<file path="src/rtl/adder_pipe.sv">
// Pipelined WIDTH-bit adder/subtractor with a valid/ready handshake on both sides.
// Ports: clk, reset_n | A, B, Cin, sub, in_valid -> in_ready | S, Cout, V, out_valid <- out_ready
module adder_pipe #(
    parameter int WIDTH  = 16,
    parameter int STAGES = 4
) (
    input  logic             clk,
    input  logic             reset_n,
    input  logic [WIDTH-1:0] A,
    input  logic [WIDTH-1:0] B,
    input  logic             Cin,
    input  logic             sub,
    input  logic             in_valid,
    output logic             in_ready,
    output logic [WIDTH-1:0] S,
    output logic             Cout,
    output logic             V,
    output logic             out_valid,
    input  logic             out_ready
);

    localparam int SEG = WIDTH / STAGES;

    logic stall;

    // The whole pipe freezes as one unit; bubbles are never squeezed out.
    assign stall    = out_valid && !out_ready;
    assign in_ready = !stall;

    for (genvar k = 0; k < STAGES; k++) begin : g_stg
        // Operand bits this stage still has to consume (own segment at the bottom).
        localparam int IW = WIDTH - k * SEG;

        logic [IW-1:0]          a_i;
        logic [IW-1:0]          b_i;
        logic                   c_i;
        logic                   v_i;
        logic [(k+1)*SEG-1:0]   s_n;
        logic [SEG-1:0]         seg_s;
        logic [SEG:0]           cy;
        logic                   vld_q;
        logic                   c_q;
        logic [(k+1)*SEG-1:0]   s_q;

        if (k == 0) begin : g_head
            assign a_i = A;
            assign b_i = sub ? ~B : B;
            assign c_i = Cin;
            assign v_i = in_valid;
            assign s_n = seg_s;
        end else begin : g_body
            assign a_i = g_stg[k-1].g_op.a_q;
            assign b_i = g_stg[k-1].g_op.b_q;
            assign c_i = g_stg[k-1].c_q;
            assign v_i = g_stg[k-1].vld_q;
            assign s_n = {seg_s, g_stg[k-1].s_q};
        end

        // Ripple chain of full-adder cells across this segment.
        always_comb begin
            cy    = '0;
            seg_s = '0;
            cy[0] = c_i;
            for (int j = 0; j < SEG; j++) begin
                seg_s[j] = a_i[j] ^ b_i[j] ^ cy[j];
                cy[j+1]  = (a_i[j] & b_i[j]) | (cy[j] & (a_i[j] ^ b_i[j]));
            end
        end

        always_ff @(posedge clk or negedge reset_n) begin
            if (!reset_n) begin
                vld_q <= 1'b0;
                c_q   <= 1'b0;
                s_q   <= '0;
            end else if (!stall) begin
                vld_q <= v_i;
                c_q   <= cy[SEG];
                s_q   <= s_n;
            end
        end

        if (k < STAGES - 1) begin : g_op
            // Only the upper, not-yet-added operand bits travel on.
            logic [IW-SEG-1:0] a_q;
            logic [IW-SEG-1:0] b_q;

            always_ff @(posedge clk or negedge reset_n) begin
                if (!reset_n) begin
                    a_q <= '0;
                    b_q <= '0;
                end else if (!stall) begin
                    a_q <= a_i[IW-1:SEG];
                    b_q <= b_i[IW-1:SEG];
                end
            end
        end else begin : g_out
            logic v_q;

            // Carry into the MSB differs from carry out of it -> signed overflow.
            always_ff @(posedge clk or negedge reset_n) begin
                if (!reset_n) begin
                    v_q <= 1'b0;
                end else if (!stall) begin
                    v_q <= cy[SEG] ^ cy[SEG-1];
                end
            end

            assign S         = s_q;
            assign Cout      = c_q;
            assign V         = v_q;
            assign out_valid = vld_q;
        end
    end

endmodule

</file>
<file path="config.mk">
export PLATFORM = sky130hd
export DESIGN_NAME = adder_pipe
export DESIGN_NICKNAME = d
export VERILOG_FILES = /design/src/rtl/adder_pipe.sv
export SDC_FILE = /design/constraint.sdc
export NUM_CORES = 1
export LEC_CHECK = 0
export BUFFER_PORTS_ARGS = -buffer_cell sky130_fd_sc_hd__buf_2
export CORE_MARGIN = 5
export CORE_UTILIZATION = 30
export DETAILED_ROUTE_END_ITERATION = 7
export GPL_TIMING_DRIVEN = 0
export HOLD_SLACK_MARGIN = 0.12
export PLACE_DENSITY = 0.44
export SLEW_MARGIN = 30
export SYNTH_ARGS = -nofsm -noshare
export SYNTH_HDL_FRONTEND = slang
export SYNTH_SLANG_ARGS = --single-unit
</file>
<file path="constraint.sdc">
create_clock -name clk -period 2.4 [get_ports clk]
set_input_delay 0 -clock clk [delete_from_list [all_inputs] [get_ports clk]]
set_output_delay 0 -clock clk [all_outputs]
set_load 0.05 [all_outputs]
</file>
==> metrics.txt <==
# TYPE chip_impl_metric gauge
chip_impl_metric{name="synth_nets",unit=""} 332
chip_impl_metric{name="ff2ff_setup_slack",unit="ns"} 0.16
chip_impl_metric{name="ys.warnings.count",unit=""} 0
chip_impl_metric{name="first_pass_grt_wire_length",unit="um"} 13600
chip_impl_metric{name="crit_fanout",unit=""} 2
chip_impl_info{name="synth.most_common_cell",value="sky130_fd_sc_hd__dfrtp_1"} 1
chip_impl_metric{name="grtUsageTotal",unit=""} 0.107
chip_impl_metric{name="maximum_level_of_the_cts_h_tree",unit=""} 3
chip_impl_metric{name="fp_rows",unit=""} 44
chip_impl_metric{name="hold_path_depth",unit=""} 4
chip_impl_metric{name="timing.final.crit_share",unit=""} 0.934
chip_impl_metric{name="initialDrtViolationCount",unit=""} 85
chip_impl_metric{name="synthesized_area_fraction_occupied_by_ao_oa_aoi_and_oai_cells",unit=""} 0.0191
chip_impl_info{name="netlist.top_cell.by_area",value="sky130_fd_sc_hd__dfrtp_1"} 1
chip_impl_info{name="synth_top_cells_by_count",value="97 x sky130_fd_sc_hd__dfrtp_1, 48 x sky130_fd_sc_hd__mux2_2, 35 x sky130_fd_sc_hd__mux2_4"} 1
chip_impl_info{name="hold-path-endpoint",value="g_stg[0].s_q[1]"} 1
chip_impl_metric{name="post_drt_via_cell_ratio",unit=""} 4.24
chip_impl_info{name="synth.top_cells.by_area",value="sky130_fd_sc_hd__dfrtp_1 55%, sky130_fd_sc_hd__mux2_2 12%, sky130_fd_sc_hd__mux2_4 12%"} 1
chip_impl_metric{name="area_share_of_the_largest_cell_type_after_synthesis",unit=""} 0.553
chip_impl_metric{name="timing.critical_path.arrival",unit="ns"} 2.46
chip_impl_metric{name="dieHeight",unit="um"} 131
chip_impl_metric{name="clockPowerShare",unit=""} 0.210
chip_impl_metric{name="fraction_of_the_mapped_netlist_area_in_simple_logic_gates",unit=""} 0.0205
chip_impl_metric{name="cp_data_required_time",unit="ns"} 2.62
chip_impl_info{name="timing.hold.worst.start",value="A[1]"} 1
chip_impl_info{name="rr_startpoint",value="g_stg[2].c_q"} 1
chip_impl_metric{name="switching_power",unit="W"} 0.00251
chip_impl_metric{name="gp_congestion",unit=""} 0.694
chip_impl_metric{name="post-place-ws",unit="ns"} -0.162
chip_impl_info{name="criticalPathCategory",value="reg2reg"} 1
chip_impl_metric{name="core_region_area",unit="um2"} 14400
chip_impl_metric{name="finalSetupViolations",unit=""} 0
chip_impl_metric{name="layout.core_utilization",unit=""} 0.385
chip_impl_metric{name="slew-limit-headroom",unit=""} 0.657
chip_impl_metric{name="timing_max_transition_violations_final",unit=""} 0
chip_impl_metric{name="fp.dieW",unit="um"} 131
chip_impl_metric{name="antenna_found_initial",unit=""} 0
chip_impl_info{name="path_category_of_the_worst_min_delay_check",value="in2reg"} 1
chip_impl_metric{name="setup_ws",unit="ns"} 0.159
chip_impl_metric{name="multiInputGateArea",unit="um2"} 1740
chip_impl_metric{name="synth_area_per_cell",unit="um2"} 15.8
chip_impl_metric{name="layout.nets",unit=""} 430
chip_impl_metric{name="clk_path_buf_depth",unit=""} 2
chip_impl_metric{name="ys_async_sr_fraction",unit=""} 1.00
chip_impl_metric{name="route.vias.total",unit=""} 2393
chip_impl_metric{name="power.internal",unit="W"} 0.00480
chip_impl_metric{name="clock_insertion_delay_at_the_later_pin_of_the_skew_report",unit="ns"} 0.34
chip_impl_metric{name="post_route_cells_drive_above_1_share",unit=""} 0.467
chip_impl_metric{name="clk_transition_reported_paths",unit="ns"} 0.07
chip_impl_info{name="outcome",value="finished, final reports clean"} 1
chip_impl_metric{name="cts_inserted_buffers",unit=""} 9
chip_impl_info{name="worstReg2RegEnd",value="V"} 1
chip_impl_metric{name="power.density",unit="nW/um2"} 1320
chip_impl_metric{name="synth_edf_count",unit=""} 0
chip_impl_metric{name="grt_start_max_net_pins",unit=""} 60
chip_impl_metric{name="max-vdd-ir-drop",unit="V"} 0.000583
chip_impl_metric{name="number_of_diodes_added_for_antenna_fixing",unit=""} 0
chip_impl_metric{name="dieArea",unit="um2"} 17100
chip_impl_metric{name="finalHoldViolations",unit=""} 0
chip_impl_metric{name="netlist_area_pre_place",unit="um2"} 4390
chip_impl_metric{name="fin_crit",unit="ns"} 2.24
chip_impl_metric{name="initial_utilization",unit=""} 0.304
chip_impl_metric{name="final.fill_count",unit=""} 1444
chip_impl_metric{name="port_buffers",unit=""} 56
chip_impl_info{name="rsz0062_at_grt",value="no"} 1
chip_impl_metric{name="syn2layout_area_growth",unit="%"} 26.7
chip_impl_metric{name="power_switching_share",unit=""} 0.343
chip_impl_metric{name="post_cts_resize_count",unit=""} 0
chip_impl_metric{name="post_detailed_route_wirelength_per_cell",unit="um"} 14.7
chip_impl_metric{name="synthMuxAreaShare",unit=""} 0.250
chip_impl_metric{name="place_hpwl",unit="um"} 5770
chip_impl_metric{name="cellLeakagePower",unit="nW"} 2.57
chip_impl_metric{name="postRouteWirelength",unit="um"} 8290
chip_impl_metric{name="register_area",unit="um2"} 2430
chip_impl_metric{name="synth-adder-area-share",unit=""} 0.0730
chip_impl_metric{name="power.share.combinational",unit=""} 0.410
chip_impl_metric{name="synth_seq_area_share",unit=""} 0.553
chip_impl_metric{name="drv.max_cap_violation_count",unit=""} 0
chip_impl_metric{name="timing_worst_slew_pin_value",unit="ns"} 0.515
chip_impl_metric{name="antenna_left",unit=""} 0
chip_impl_info{name="cts_tree",value="yes"} 1
chip_impl_metric{name="totalNegativeSetupSlack",unit="ns"} 0
chip_impl_metric{name="cts_sinks",unit=""} 97
chip_impl_metric{name="seqPwrFrac",unit=""} 0.379
chip_impl_metric{name="hold_ws",unit="ns"} 0.123
chip_impl_metric{name="top_level_ports",unit=""} 58
chip_impl_info{name="cts_root_buf",value="sky130_fd_sc_hd__clkbuf_16"} 1
chip_impl_metric{name="power_consumption",unit="W"} 0.00731
chip_impl_metric{name="grt_pass1_vias",unit=""} 2594
chip_impl_info{name="start_kind",value="register"} 1
chip_impl_info{name="endpoint_kind",value="register"} 1
chip_impl_metric{name="timing.clock.skew",unit="ns"} 0.0101
chip_impl_metric{name="fmax",unit="GHz"} 0.446
chip_impl_metric{name="timing.reg2reg.worst_path_depth",unit=""} 9
chip_impl_metric{name="remaining_drc_errors",unit=""} 0
chip_impl_metric{name="syn_inst",unit=""} 278
chip_impl_info{name="synth_top_family_by_area",value="multiplexers"} 1
chip_impl_metric{name="yosys.area_share.xor_xnor",unit=""} 0.0339
chip_impl_metric{name="firstDrtPassIters",unit=""} 4
chip_impl_info{name="yosys_most_used_dff",value="sky130_fd_sc_hd__dfrtp_1"} 1
chip_impl_metric{name="synthDistinctLibCells",unit=""} 18
chip_impl_metric{name="ys_seq_elements",unit=""} 97
chip_impl_metric{name="grt_overflow",unit=""} 0
## through the flow
step | instance area, um2 | std cells
2_1_floorplan | 4390 | 278
3_3_place_gp | 4900 | 518
3_5_place_dp | 4930 | 519
4_1_cts | 5560 | 565
5_1_grt | 5560 | 565
6_report | 5560 | 565
## cells by family (layout without fill, tap and decap cells)
logic type / after synthesis / in the layout
xor gates and xnor gates: 17 / 17
muxes: 86 / 86
and+or+nand+nor: 12 / 12
buffers and inverters: 40 / 143
AOI/OAI and AO/OA: 10 / 10
adders and majority gates: 16 / 16
DFF: 97 / 97
## worst max-delay path by stage
stage	start	end	slack [ns]	cells past startpoint
CTS	g_stg[2].c_q	V	0.12	9
detailed placement	sub	g_stg[0].s_q[3]	-0.16	10
finish	g_stg[2].c_q	V	0.16	9
floorplan	sub	g_stg[0].s_q[3]	0.06	10
global route	g_stg[2].c_q	V	0.04	9
global placement	sub	g_stg[0].s_q[3]	-0.13	10
## power groups by stage
stage                     combinational [W]  sequential (W)  clock, W
after floorplan                     0.00186         0.00327         0
after global placement              0.00298         0.00281         0
after detailed placement            0.00304         0.00282         0
after CTS                           0.00309         0.00279   0.00161
after global routing                0.00333         0.00288   0.00167
final                               0.00300         0.00277   0.00154
## critical path, stage by stage, from the launching register on
cell                      delay, ns
sky130_fd_sc_hd__dfrtp_1       0.32
sky130_fd_sc_hd__inv_1         0.07
sky130_fd_sc_hd__fa_1          0.41
sky130_fd_sc_hd__inv_1         0.07
sky130_fd_sc_hd__fa_1          0.18
sky130_fd_sc_hd__fa_1          0.22
sky130_fd_sc_hd__inv_1         0.06
sky130_fd_sc_hd__fa_1          0.40
sky130_fd_sc_hd__xnor2_1       0.14
sky130_fd_sc_hd__mux2_2        0.26
## state kept, by name, indices dropped and copies added (netlist names)
name	flops
g_stg.g_op.a_q	24
g_stg.g_op.b_q	24
g_stg.s_q	24
S	16
g_stg.c_q	3
g_stg.vld_q	3
Cout	1
V	1
out_valid	1
## final cells by class
cell class	instances	share of cell area
inverter	26	0.0185
clock inverter	1	0.00540
multi-input combinational	141	0.313
clock buffer	15	0.0536
timing repair buffer	87	0.111
sequential	97	0.437
tap	184	0.0414
buffer	14	0.0212
## what timing repair did
| item | CTS | global route |
|---|---|---|
| buffers inserted | 0 | 0 |
| hold endpoints to repair | 126 | 0 |
| hold buffers | 30 | 0 |
## placed cells by master (no fill, tap or decap), drive strengths merged
cell type,count
xor2,12
nor2b,1
clkbuf,17
fa,16
mux2,83
nor3b,10
mux2i,3
xnor2,5
bufinv,1
buf,69
inv,26
dlygate4sd3,30
dfrtp,97
a21oi,10
nand2b,1
## per-layer routing
metal / vias to the layer above / track usage / routed length, um / share of wire
met5: - / 0 / 0 / 0
met4: 0 / 0.0290 / 99 / 0.012
met3: 9 / 0.0394 / 449 / 0.054
met2: 44 / 0.166 / 3970 / 0.48
met1: 1222 / 0.141 / 3760 / 0.45
li1: 1118 / - / - / -
(Power assumes the default switching activity.)
